==> config.mk <==
export PLATFORM = sky130hd
export DESIGN_NAME = ice_bridge
export DESIGN_NICKNAME = d
export VERILOG_FILES = /design/src/rtl/ice_bridge.sv
export SDC_FILE = /design/constraint.sdc
export NUM_CORES = 1
export LEC_CHECK = 0
export CORE_UTILIZATION = 45
export CTS_CLUSTER_DIAMETER = 100
export DETAILED_ROUTE_END_ITERATION = 16
export MAX_ROUTING_LAYER = met4
export PLACE_DENSITY = 0.84
export RECOVER_POWER = 50
export SLEW_MARGIN = 5
export SYNTH_ARGS = -nofsm -noshare
export SYNTH_HDL_FRONTEND = slang
export SYNTH_SLANG_ARGS = --single-unit
==> constraint.sdc <==
create_clock -name CLK -period 2.1 [get_ports CLK]
set_input_delay 0.42 -clock CLK [delete_from_list [all_inputs] [get_ports CLK]]
set_output_delay 0.42 -clock CLK [all_outputs]
set_load 0.01 [all_outputs]
==> src/rtl/ice_bridge.sv <==
// ice_bridge: UART byte-stream debug bridge onto the ICE bus.
// Decodes nibble-oriented command bytes and runs bus reads and writes with an
// ACK/timeout handshake. Status and data bytes go back over a valid/ready TX
// stream, and the bridge also drives the core run-control outputs.
module ice_bridge #(
    parameter int ADDR_W  = 16,
    parameter int DATA_W  = 16,
    parameter int TIMEOUT = 255
) (
    input  logic              CLK,
    input  logic              RST,
    input  logic [7:0]        RX_DATA,
    input  logic              RX_VALID,
    output logic              RX_READY,
    output logic [7:0]        TX_DATA,
    output logic              TX_VALID,
    input  logic              TX_READY,
    output logic              ICE_BUS_REQ,
    output logic              ICE_BUS_WE,
    output logic [ADDR_W-1:0] ICE_BUS_ADDR,
    output logic [DATA_W-1:0] ICE_BUS_WDATA,
    input  logic [DATA_W-1:0] ICE_BUS_RDATA,
    input  logic              ICE_BUS_ACK,
    output logic              ICE_CORE_RESET,
    output logic [1:0]        ICE_CORE_STATE,
    output logic              ICE_BUSY
);

    localparam int CW   = $clog2(TIMEOUT + 1);
    localparam int NNIB = DATA_W / 4;

    // Last cycle index of REQ: REQ stays high for exactly TIMEOUT cycles.
    localparam logic [CW-1:0] CNT_LAST = CW'(TIMEOUT - 1);

    localparam logic [7:0] ST_OK      = 8'hA0;
    localparam logic [7:0] ST_TIMEOUT = 8'hE0;
    localparam logic [7:0] ST_BADCMD  = 8'hEF;

    typedef enum logic [1:0] {
        S_IDLE,
        S_BUS,
        S_RESP,
        S_DUMP
    } state_t;

    state_t            state_q;
    logic [ADDR_W-1:0] addr_q;
    logic [DATA_W-1:0] data_q;
    logic [DATA_W-1:0] snap_q;   // dump snapshot, next nibble kept in the top bits
    logic [3:0]        rem_q;    // dump bytes still to send after the one on TX
    logic [CW-1:0]     cnt_q;
    logic              req_q;
    logic              we_q;
    logic              inc_q;
    logic [7:0]        tx_data_q;
    logic              tx_valid_q;
    logic              rx_ready_q;
    logic              busy_q;
    logic              core_rst_q;
    logic [1:0]        core_state_q;

    logic [3:0]        rx_cmd;
    logic [3:0]        rx_n;
    logic [ADDR_W-1:0] addr_shift_d;
    logic [DATA_W-1:0] data_shift_d;
    logic [DATA_W-1:0] snap_shift_d;
    logic [ADDR_W-1:0] addr_inc_d;

    assign rx_cmd = RX_DATA[7:4];
    assign rx_n   = RX_DATA[3:0];

    // Nibble shift-in paths and the address increment used after a bus ACK.
    always_comb begin
        addr_shift_d = (addr_q << 4) | ADDR_W'(rx_n);
        data_shift_d = (data_q << 4) | DATA_W'(rx_n);
        snap_shift_d = snap_q << 4;
        addr_inc_d   = addr_q + ADDR_W'(1);
    end

    // Command FSM; every output below is driven straight from a register.
    always_ff @(posedge CLK) begin
        if (RST) begin
            state_q      <= S_IDLE;
            addr_q       <= '0;
            data_q       <= '0;
            snap_q       <= '0;
            rem_q        <= '0;
            cnt_q        <= '0;
            req_q        <= 1'b0;
            we_q         <= 1'b0;
            inc_q        <= 1'b0;
            tx_data_q    <= 8'h00;
            tx_valid_q   <= 1'b0;
            rx_ready_q   <= 1'b1;
            busy_q       <= 1'b0;
            core_rst_q   <= 1'b1;
            core_state_q <= 2'd0;
        end else begin
            case (state_q)
                S_IDLE: begin
                    if (RX_VALID) begin
                        case (rx_cmd)
                            4'h0: addr_q <= addr_shift_d;
                            4'h1: data_q <= data_shift_d;
                            4'h2, 4'h3: begin
                                state_q    <= S_BUS;
                                req_q      <= 1'b1;
                                we_q       <= rx_cmd[0];
                                inc_q      <= rx_n[0];
                                cnt_q      <= '0;
                                rx_ready_q <= 1'b0;
                                busy_q     <= 1'b1;
                            end
                            4'h4: begin
                                // Freeze the data register; the first nibble goes out now.
                                state_q    <= S_DUMP;
                                snap_q     <= data_q << 4;
                                rem_q      <= 4'(NNIB);
                                tx_data_q  <= {4'h5, data_q[DATA_W-1 -: 4]};
                                tx_valid_q <= 1'b1;
                                rx_ready_q <= 1'b0;
                                busy_q     <= 1'b1;
                            end
                            4'hB: begin
                                case (rx_n)
                                    4'h0: core_rst_q   <= 1'b0;
                                    4'h1: core_rst_q   <= 1'b1;
                                    4'h2: core_state_q <= 2'd0;
                                    4'h3: core_state_q <= 2'd1;
                                    4'h4: core_state_q <= 2'd2;
                                    default: ;
                                endcase
                            end
                            default: begin
                                state_q    <= S_RESP;
                                tx_data_q  <= ST_BADCMD;
                                tx_valid_q <= 1'b1;
                                rx_ready_q <= 1'b0;
                                busy_q     <= 1'b1;
                            end
                        endcase
                    end
                end

                S_BUS: begin
                    cnt_q <= cnt_q + CW'(1);
                    // An ACK on the final cycle still beats the timeout.
                    if (ICE_BUS_ACK) begin
                        req_q <= 1'b0;
                        if (!we_q) data_q <= ICE_BUS_RDATA;
                        if (inc_q) addr_q <= addr_inc_d;
                        tx_data_q  <= ST_OK;
                        tx_valid_q <= 1'b1;
                        state_q    <= S_RESP;
                    end else if (cnt_q == CNT_LAST) begin
                        req_q      <= 1'b0;
                        tx_data_q  <= ST_TIMEOUT;
                        tx_valid_q <= 1'b1;
                        state_q    <= S_RESP;
                    end
                end

                S_RESP: begin
                    if (TX_READY) begin
                        tx_valid_q <= 1'b0;
                        state_q    <= S_IDLE;
                        rx_ready_q <= 1'b1;
                        busy_q     <= 1'b0;
                    end
                end

                S_DUMP: begin
                    if (TX_READY) begin
                        if (rem_q == 4'd0) begin
                            tx_valid_q <= 1'b0;
                            state_q    <= S_IDLE;
                            rx_ready_q <= 1'b1;
                            busy_q     <= 1'b0;
                        end else begin
                            rem_q <= rem_q - 4'd1;
                            if (rem_q == 4'd1) begin
                                tx_data_q <= ST_OK;
                            end else begin
                                tx_data_q <= {4'h5, snap_q[DATA_W-1 -: 4]};
                                snap_q    <= snap_shift_d;
                            end
                        end
                    end
                end

                default: state_q <= S_IDLE;
            endcase
        end
    end

    assign RX_READY       = rx_ready_q;
    assign TX_DATA        = tx_data_q;
    assign TX_VALID       = tx_valid_q;
    assign ICE_BUS_REQ    = req_q;
    assign ICE_BUS_WE     = we_q;
    assign ICE_BUS_ADDR   = addr_q;
    assign ICE_BUS_WDATA  = data_q;
    assign ICE_CORE_RESET = core_rst_q;
    assign ICE_CORE_STATE = core_state_q;
    assign ICE_BUSY       = busy_q;

endmodule

# Word-level counts from Yosys, hierarchy flattened
# Cells that the tools add are included.
# totals
output_inout_bits	48
input_bits	29
ff_bits	79
# classes
reduce_logical	26
n_mux	64
bitwise	2
n_addsub	3
eq_ne	30
# ops
cell	count
$mux 16	13
$pmux 16 s2	3
$mux 8	8
$or 16x4->16	2
$pmux 8 s2	2
$reduce_and 6->1	5
$pmux 8 s3	1
$ne 2x2->1 const B	11
$mux 1	18
$add 16x1->16 const B	1
$eq 4x2->1 const B	4
$mux 4	4
$reduce_and 5->1	3
$eq 4x1->1 const B	3
$logic_not 4->1	3
$mux 2	6
$pmux 2 s3	2
$reduce_and 4->1	3
$reduce_bool 3->1	3
$add 8x1->8 const B	1
$eq 4x3->1 const B	2
$eq 8x8->1 const B	1
$ne 2x1->1 const B	4
$pmux 2 s4	1
15 further kinds	21

# Logic depth before layout (Yosys ltp)
# Gate-level depths: netlist of run 1.
# logic_depth
depth_word	5
mapped_depth	7
ltp_nobuf	6

# Worst setup path after synthesis of run 1
# Ideal clock, no wire load.
# synth_timing
kind	in2reg
start	in RX_DATA[5]
end	reg snap_q[10]
path_stages	6
n_path_buf	2
setup_slack_ns	-0.042
required_time_ns	1.982
arrival_ns	2.023
cell_sequence	buf_2 or4b_4 o22a_1 or4_1 buf_6 mux2i_1
# synth_via
elab_chain_cells	3
# synth_rtl
element	line	source
start, declared	12	input logic [7:0] RX_DATA,
$eq 4x3->1	102	case (rx_cmd)
$ne 2x1->1 (no line)	-	
$reduce_and 6->1 (no line)	-	
end signal, assigned	117	snap_q <= data_q << 4;
end signal, assigned	185	snap_q <= snap_shift_d;
end, declared	49	logic [DATA_W-1:0] snap_q;
# Every way passes these cells.
# A chain may end at the register's enable or synchronous reset.

# Final worst setup path of run 1
# layout_timing
start	in RX_DATA[7]
end	reg snap_q[13]
# The elaborated chain is that of the path after synthesis.

==> results of run 1 <==
cells in the mapped netlist (4+ instances only):
cell,n,area (um2)
sky130_fd_sc_hd__a31oi_1,9,56.30
sky130_fd_sc_hd__a21oi_1,48,240.2
sky130_fd_sc_hd__dfxtp_1,74,1481
sky130_fd_sc_hd__nand3_1,18,90.09
sky130_fd_sc_hd__o21ai_0,25,125.1
sky130_fd_sc_hd__and3_1,4,25.02
sky130_fd_sc_hd__nor2_1,25,93.84
sky130_fd_sc_hd__a2bb2oi_1,5,43.79
sky130_fd_sc_hd__nor3_1,10,50.05
sky130_fd_sc_hd__mux2_2,8,90.09
sky130_fd_sc_hd__o31ai_1,6,45.04
sky130_fd_sc_hd__clkbuf_1,26,97.59
sky130_fd_sc_hd__mux2i_1,13,130.1
sky130_fd_sc_hd__xor2_1,4,35.03
sky130_fd_sc_hd__buf_2,4,20.02
sky130_fd_sc_hd__or4_1,4,30.03
sky130_fd_sc_hd__and2_1,11,68.82
sky130_fd_sc_hd__a311oi_1,14,122.6
sky130_fd_sc_hd__nand2_1,75,281.5
sky130_fd_sc_hd__nor4_1,4,25.02
sky130_fd_sc_hd__inv_1,9,33.78
sky130_fd_sc_hd__nand4_1,6,37.54
sky130_fd_sc_hd__ha_1,5,62.56
sky130_fd_sc_hd__a211oi_1,12,90.09
sky130_fd_sc_hd__and4_1,6,52.55
power breakdown:
group          internal [mW]  total, mW  switching, mW
clock                  0.581       1.15          0.565
combinational          0.283      0.595          0.312
sequential              1.46       1.51         0.0511
final cells by class:
type	instances	area, um2
fill	745	3289
multi-input combinational	372	2402
sequential	74	1485
timing repair buffer	122	1127
clock buffer	10	137.6
tap	108	135.1
clock inverter	6	63.81
inverter	10	37.54
final timing paths:
check | from | to | slack, ns | cells after the start
worst max-delay path | RX_DATA[7] | snap_q[13] | 0.05 | 6
worst min-delay path | inc_q | inc_q | 0.46 | 2
worst max register to register | rem_q[1] | state_q[1] | 0.09 | 6
worst min register to register | inc_q | inc_q | 0.46 | 2
through the flow:
step                      instance area, um2  hold WS (ns)  utilization, %  total power [mW]
final                                   5389        0.4612           62.10             3.248
after global routing                    5389        0.4848           62.10             3.383
after CTS                               5340        0.4630           61.53             3.264
after detailed placement                5112        0.4462           58.91             2.137
after global placement                  5112        0.4397           58.91             2.116
after floorplan                         4029        0.4322               -             1.839
timing repair:
action                     CTS  global route
cloned                       0             0
setup endpoints to repair   13            22
gates resized for setup      9            12
pin swaps                    0             3
metal layers:
layer / up-vias / track usage (%) / part of all wire, %
met2: 189 / 46.07 / 49
met3: 29 / 5.086 / 7.1
met4: 0 / 11.76 / 2.2
li1: 2040 / - / -
met1: 2089 / 33.21 / 42
met5: - / - / 0
registers in the layout, indices dropped and copies added, names as in the netlist:
| register | flops |
|---|---|
| ICE_BUS_REQ | 1 |
| ICE_BUS_ADDR | 16 |
| snap_q | 12 |
| ICE_CORE_STATE | 2 |
| ICE_CORE_RESET | 1 |
| ICE_BUS_WDATA | 16 |
| TX_DATA | 7 |
| RX_READY | 1 |
| ICE_BUS_WE | 1 |
| state_q | 2 |
| ICE_BUSY | 1 |
| cnt_q | 8 |
| inc_q | 1 |
| rem_q | 4 |
| TX_VALID | 1 |
cell usage in the layout, fill, tap and decap left out, types with 11 or more instances in the layout:
cell and n:
sky130_fd_sc_hd__dfxtp_1 71, sky130_fd_sc_hd__a21oi_1 47, sky130_fd_sc_hd__nand2_1 75, sky130_fd_sc_hd__and2_1 11, sky130_fd_sc_hd__nand3_1 18, sky130_fd_sc_hd__o21ai_0 25, sky130_fd_sc_hd__dlygate4sd3_1 46, sky130_fd_sc_hd__mux2i_1 13
sky130_fd_sc_hd__a211oi_1 12, sky130_fd_sc_hd__buf_4 41, sky130_fd_sc_hd__clkdlybuf4s50_1 27, sky130_fd_sc_hd__nor2_1 25, sky130_fd_sc_hd__a311oi_1 14
worst max-delay path: stages:
cell and delay, ns:
sky130_fd_sc_hd__clkdlybuf4s50_1 0.45, sky130_fd_sc_hd__or4b_4 0.50, sky130_fd_sc_hd__o22a_1 0.22, sky130_fd_sc_hd__or4_4 0.42, sky130_fd_sc_hd__buf_6 0.16, sky130_fd_sc_hd__mux2i_1 0.12
cells by family after synthesis:
group	after synthesis	synth area share, %
compound gates	153	25.62
xor+xnor	5	1.090
fa+ha+maj	5	1.557
buf+inv	48	5.292
flops	74	36.86
mux	21	5.479
simple gates	188	24.10
==> results, run 1 <==
- The kind of path behind the tightest hold check is reg -> reg.
- The count of antenna-violating nets left after detailed routing is 0.
- The endpoint type of the worst setup path is a register.
- Buffers inserted during clock tree synthesis total 9.
- Summing every instance area after synthesis gives 4019 um2.
- The number of top-level pins is 77.
- The diode insertion count for antenna repair is 0.
- The CTS H-tree depth is 3.
- The worst supply voltage drop on vdd is just under 0.4 mV.
- The die width is just under 100 um.
- The worst setup path is of the in -> reg kind.
- The count of unique library cells instantiated by Yosys is between 60 and 70.
- The via count normalized by instance count is 6.192.
- The core region is 8678 um2.
- Port buffering added 76 buffers.
- The worst-case clock buffer depth is 2.
- The total negative setup slack is 0 ns.
- After layout, the worst setup slack is 0.05462 ns.
- The later-pin clock latency in the skew report is 0.36 ns.
- The synthesized design contains 0 enable-type register cells.
- The remaining routing DRC violations is 0.
- In this run the worst path has a maximum fanout of 7.
- In the final design database the tool counted ~620 nets.
- OpenSTA, run right after detailed placement, puts the worst setup slack at -0.4335 ns.
- The sum of overflow across all layers after global routing is 0.
- Synthesis inferred 74 register bits.
- Global routing used 27.85% of the available tracks across all layers.
- The transition time at the pin with the least slew margin is 0.4427 ns.
- The wire length of the first global-routing pass is 19620 um.
- In this run the static leakage power is roughly 2.0 nW.
- After the flow finishes, the layout carries non-filler instances totaling 702.
- The post-synth net total is 528.
- The post-DP HPWL is 8411 um.
- The via count is between 4000 and 5000.
- Setup repair after global routing left no endpoint under its margin.
- The flow ran to the end, and the final reports show no timing, DRC or antenna violations.
- For this design, the sink count on the clock tree is 74.
- The clock skew after layout is 0.01019 ns.
- The weighted congestion at the end of routability-driven global placement is slightly above 0.9.
- For this design the ratio of total power to cell area is 602.7 nW/um2.
- The final critical-path share of the clock period is a little over nine tenths.
- The die height is 96.50 um.
- The number of global-route vias before repair is 4251.
- Sequential cells were found to cover 36.86% of the synthesized design area.
- The final layout contains routed wiring with a total length of 12010 um.
- The gate count after technology mapping is roughly 490.
- The TritonCTS clock tree is done.
- The initial antenna violation count came to 0.
- The worst endpoint data arrival time is approximately 2.3 ns.
- The total die area is 9312 um2.
- The max-cap check violation count is 0.
- The share of cells above drive strength 1 is 14.81%.
- The effective utilization at floorplan is 46.31%.
- The average wire per standard cell is 17.10 um.
- The clock period minus worst slack is roughly 2.0 ns.
- The count of endpoints failing hold in the final timing report is 0.
- The post-CTS setup repair buffer count is 0.
- In this run, placement finished with an instance count of 686.
- The first routing iteration left 230 violations.
- For this design, the CTS-stage hold fixing added 0 buffers.
- The mean post-synth cell area is 8.135 um2.
- Measured against its own limit, the worst slew margin works out to ~70%.
- The total setup violations reported at the end of the flow is 0.
- The post-CTS clock slew at the launch and capture registers of the worst setup and hold paths is 0.08 ns.
- The proportion of synthesized flip-flops having asynchronous set or reset is 0%.
- The highest clock rate is 488.9 MHz.
- The first detailed-routing pass took 4 iterations.
- The clock root buffer master is sky130_fd_sc_hd__clkbuf_8.
- The number of slew-limit violations in the final report is 0.
- At the worst endpoint, the required time is 2.35 ns.
- Yosys printed 0 warnings.
- The area growth from synthesis to layout is 34.09%.
- STA classifies the critical path startpoint as an input pin.
- After floorplanning, the core was divided into 34 placement rows.
- The most used flip-flop cell after synthesis is sky130_fd_sc_hd__dfxtp_1.
- Entering global routing, the biggest net connects 44 pins.
No activity file was read; power rests on OpenSTA's default activity.
==> run 2: changes to the inputs <==
Settings changed: CORE_UTILIZATION 45 to 47, PLACE_DENSITY 0.84 to 0.87, SKIP_CTS_REPAIR_TIMING set to 1, SLEW_MARGIN 5 to not set.
==> results, run 2 (synthesis results as in run 1) <==
- The run finished, with violations left.
- The checks that failed: negative setup slack.
- The sequential power share is 45.6% (-0.8 points).
- The wire length of the first global-routing pass was 19580 um (-0.21%).
- The standard cell with the maximum stage delay on the critical path is sky130_fd_sc_hd__or4b_4.
- The later-pin clock latency in the skew report is 0.37 ns (about the same).
- The count of standard-cell rows is 33 (-2.9%).
- The average wire per standard cell is 17.78 um (+3.9%).
- The number of buffers inserted during clock tree synthesis is 9 (unchanged).
- The total negative setup slack is -0.008765 ns (-0.008765 ns).
- The endpoint type of the worst setup path is a register.
- The worst-case clock buffer depth is 2 (unchanged).
- The worst supply voltage drop on vdd was 0.3516 mV (-11%).
- The proportion of power drawn by the clock network is 35.7% (+0.4 points).
- The worst endpoint data arrival time is 2.41 ns (+0.11 ns).
- The via count normalized by instance count is 6.254 (+1.0%).
- The maximum fanout count along the critical path is 6 (-1).
- The CTS H-tree depth was 3 (unchanged).
- The final critical-path share of the clock period is 100.4% (+3.0 points).
- The combinational power share is 18.8% (+0.5 points).
- The number of nets in the layout came to 628 (+0.80%).
- The cell leakage power was 1.978 nW (-3.3%).
- The internal portion of total power is 2.340 mW (+0.89%).
- The remaining routing DRC violations is 0 (unchanged).
- The clock skew after layout is 0.01350 ns (+0.003312 ns).
- The final wirelength was 12520 um (+4.2%).
- The minimum hold slack is 0.4651 ns (+0.003984 ns).
- The TritonCTS clock tree is done.
- The count of endpoints failing hold in the final timing report came to 0 (unchanged).
- The number of slew-limit violations in the final report is 0 (unchanged).
- The startpoint kind of the worst setup timing path is an input pin.
- The maximum cell stage delay along the critical path came to 0.49 ns (about the same).
- From synthesis to final layout, the design area changed by 35.09%.
- The post-CTS clock slew at the launch and capture registers of the worst setup and hold paths is 0.09 ns (about the same).
- The max-cap check violation count came to 0 (unchanged).
- The transition time at the pin with the least slew margin is 0.5036 ns (+0.06092 ns).
- The worst path setup slack after routing is -0.008765 ns (-0.06338 ns).
- The relative max-transition margin is 66.30% (-4.1 points).
- The weighted congestion at the end of routability-driven global placement is 0.8958 (-2.0%).
- The total track usage is 28.67% (+0.82 points).
- The die width is 94.47 um (-2.1%).
- The number of global-route vias before repair was 4238 (-0.31%).
- The post-DP HPWL came to 8247 um (-1.9%).
- The number of top-level pins was 77 (unchanged).
- The category of the most critical setup path is in -> reg.
- The total iterations of the first detailed-routing run is 7 (+3).
- The net switching power of the design was 0.9628 mW (+3.7%).
- The effective utilization at floorplan is 48.67% (+2.4 points).
- Leaving out fill and tap cells, the most frequent cell in the layout is sky130_fd_sc_hd__nand2_1.
- The pre-CTS setup slack is -0.4177 ns (+0.01580 ns).
- The share of cells above drive strength 1 is 15.03% (+0.21 points).
- The area taken by flip-flops and latches came to 1484 um2 (about the same).
- The count of fill cells added during filler insertion was 680 (-8.7%).
- The initial antenna violation count is 0 (unchanged).
- The area used by multi-input combinational logic is 2377 um2 (-1.0%).
- The clock period minus worst slack is 2.109 ns (+0.06338 ns).
- The number of DRC markers in iteration 0 is 322 (+40%).
- The total power consumption of the routed design came to 3.303 mW (+1.7%).
- The total setup violations reported at the end of the flow was 1 (+1).
- The switching part of the total power is 29.15% (+0.57 points).
- The highest clock rate is 474.2 MHz (-3.0%).
- The standard cell core area is 8258 um2 (-4.8%).
- The critical path required time is 2.40 ns (+0.05 ns).
- The power per unit of standard cell area is 608.4 nW/um2 (+0.95%).
- The diode insertion count for antenna repair came to 0 (unchanged).
- The die height was 94.47 um (-2.1%).
- The TritonCTS sink count came to 74 (unchanged).
- The largest net degree at the start of global routing is 49 (+11%).
- The critical path goes through clkdlybuf4s50_1 -> or4b_4 -> buf_4 -> o31ai_4 -> clkdlybuf4s15_2 -> o21ai_0 -> a21oi_1.
- The kind of path behind the tightest hold check is reg -> reg.
- The clock root buffer master is sky130_fd_sc_hd__clkbuf_8.
- The number of I/O port buffers came to 76 (unchanged).
- The count of antenna-violating nets left after detailed routing was 0 (unchanged).
- The via count was 4403 (+1.3%).
- The sum of overflow across all layers after global routing is 0 (unchanged).
- Leaving out fill and tap cells, the most frequent cells in the layout are sky130_fd_sc_hd__nand2_1, sky130_fd_sc_hd__dfxtp_1, sky130_fd_sc_hd__clkdlybuf4s50_1.
- The total die area is 8925 um2 (-4.2%).
run 2: cell types whose count changed in the layout (fill, tap and decap cells not counted), moves of 2 or more:
cell                              before  now
sky130_fd_sc_hd__clkinv_2              2    0
sky130_fd_sc_hd__buf_4                41   46
sky130_fd_sc_hd__clkdlybuf4s50_1      27   56
sky130_fd_sc_hd__dlymetal6s2s_1        1    4
sky130_fd_sc_hd__dlygate4sd3_1        46   16
sky130_fd_sc_hd__dlygate4sd2_1         2    0
sky130_fd_sc_hd__clkinv_4              0    3
run 2: cell type report:
class | count | area share, %
clock inverter | 5 | 1.175
timing repair buffer | 127 | 21.99
inverter | 10 | 0.6914
multi-input combinational | 372 | 43.79
clock buffer | 11 | 2.604
tap | 105 | 2.420
sequential | 74 | 27.33
run 2: power groups by stage:
| stage | Combinational (mW) | Clock, mW | Sequential, mW |
|---|---|---|---|
| detailed placement | 0.605 | 0 | 1.54 |
| CTS | 0.610 | 1.17 | 1.50 |
| global placement | 0.583 | 0 | 1.53 |
| global route | 0.666 | 1.23 | 1.51 |
| floorplan | 0.297 | 0 | 1.54 |
| finish | 0.620 | 1.18 | 1.50 |
run 2: final timing paths:
path              startpoint         endpoint  slack, ns  cells past startpoint
setup / recovery    RX_VALID  ICE_BUS_ADDR[2]     -0.009                      7
hold / removal     snap_q[5]        snap_q[5]       0.47                      2
setup reg to reg  state_q[1]  ICE_BUS_ADDR[2]       0.03                      6
hold reg to reg    snap_q[5]        snap_q[5]       0.47                      2
run 2: metal layers:
| metal | vias to the layer above | track usage [%] | part of all wire, % | wire [um] |
|---|---|---|---|---|
| li1 | 2048 | - | - | - |
| met1 | 2084 | 33.96 | 41 | 5117 |
| met2 | 241 | 47.22 | 49 | 6128 |
| met3 | 30 | 3.784 | 8.1 | 1019 |
| met4 | 0 | 15.40 | 2.0 | 251 |
| met5 | - | - | 0 | 0 |
run 2: critical path, delay by kind of cell:
kind	cells	cell delay, ns
AND/OR/NAND/NOR	1	0.49
AO/OA/AOI/OAI	3	0.50
buffers and inverters	3	0.99
run 2: metrics by stage:
stage               area (um2)  instances  utilization [%]
global placement          5139        687            62.23
detailed placement        5139        687            62.23
CTS                       5344        703            64.71
floorplan                 4029        494                -
global route              5429        704            65.74
finish                    5429        704            65.74
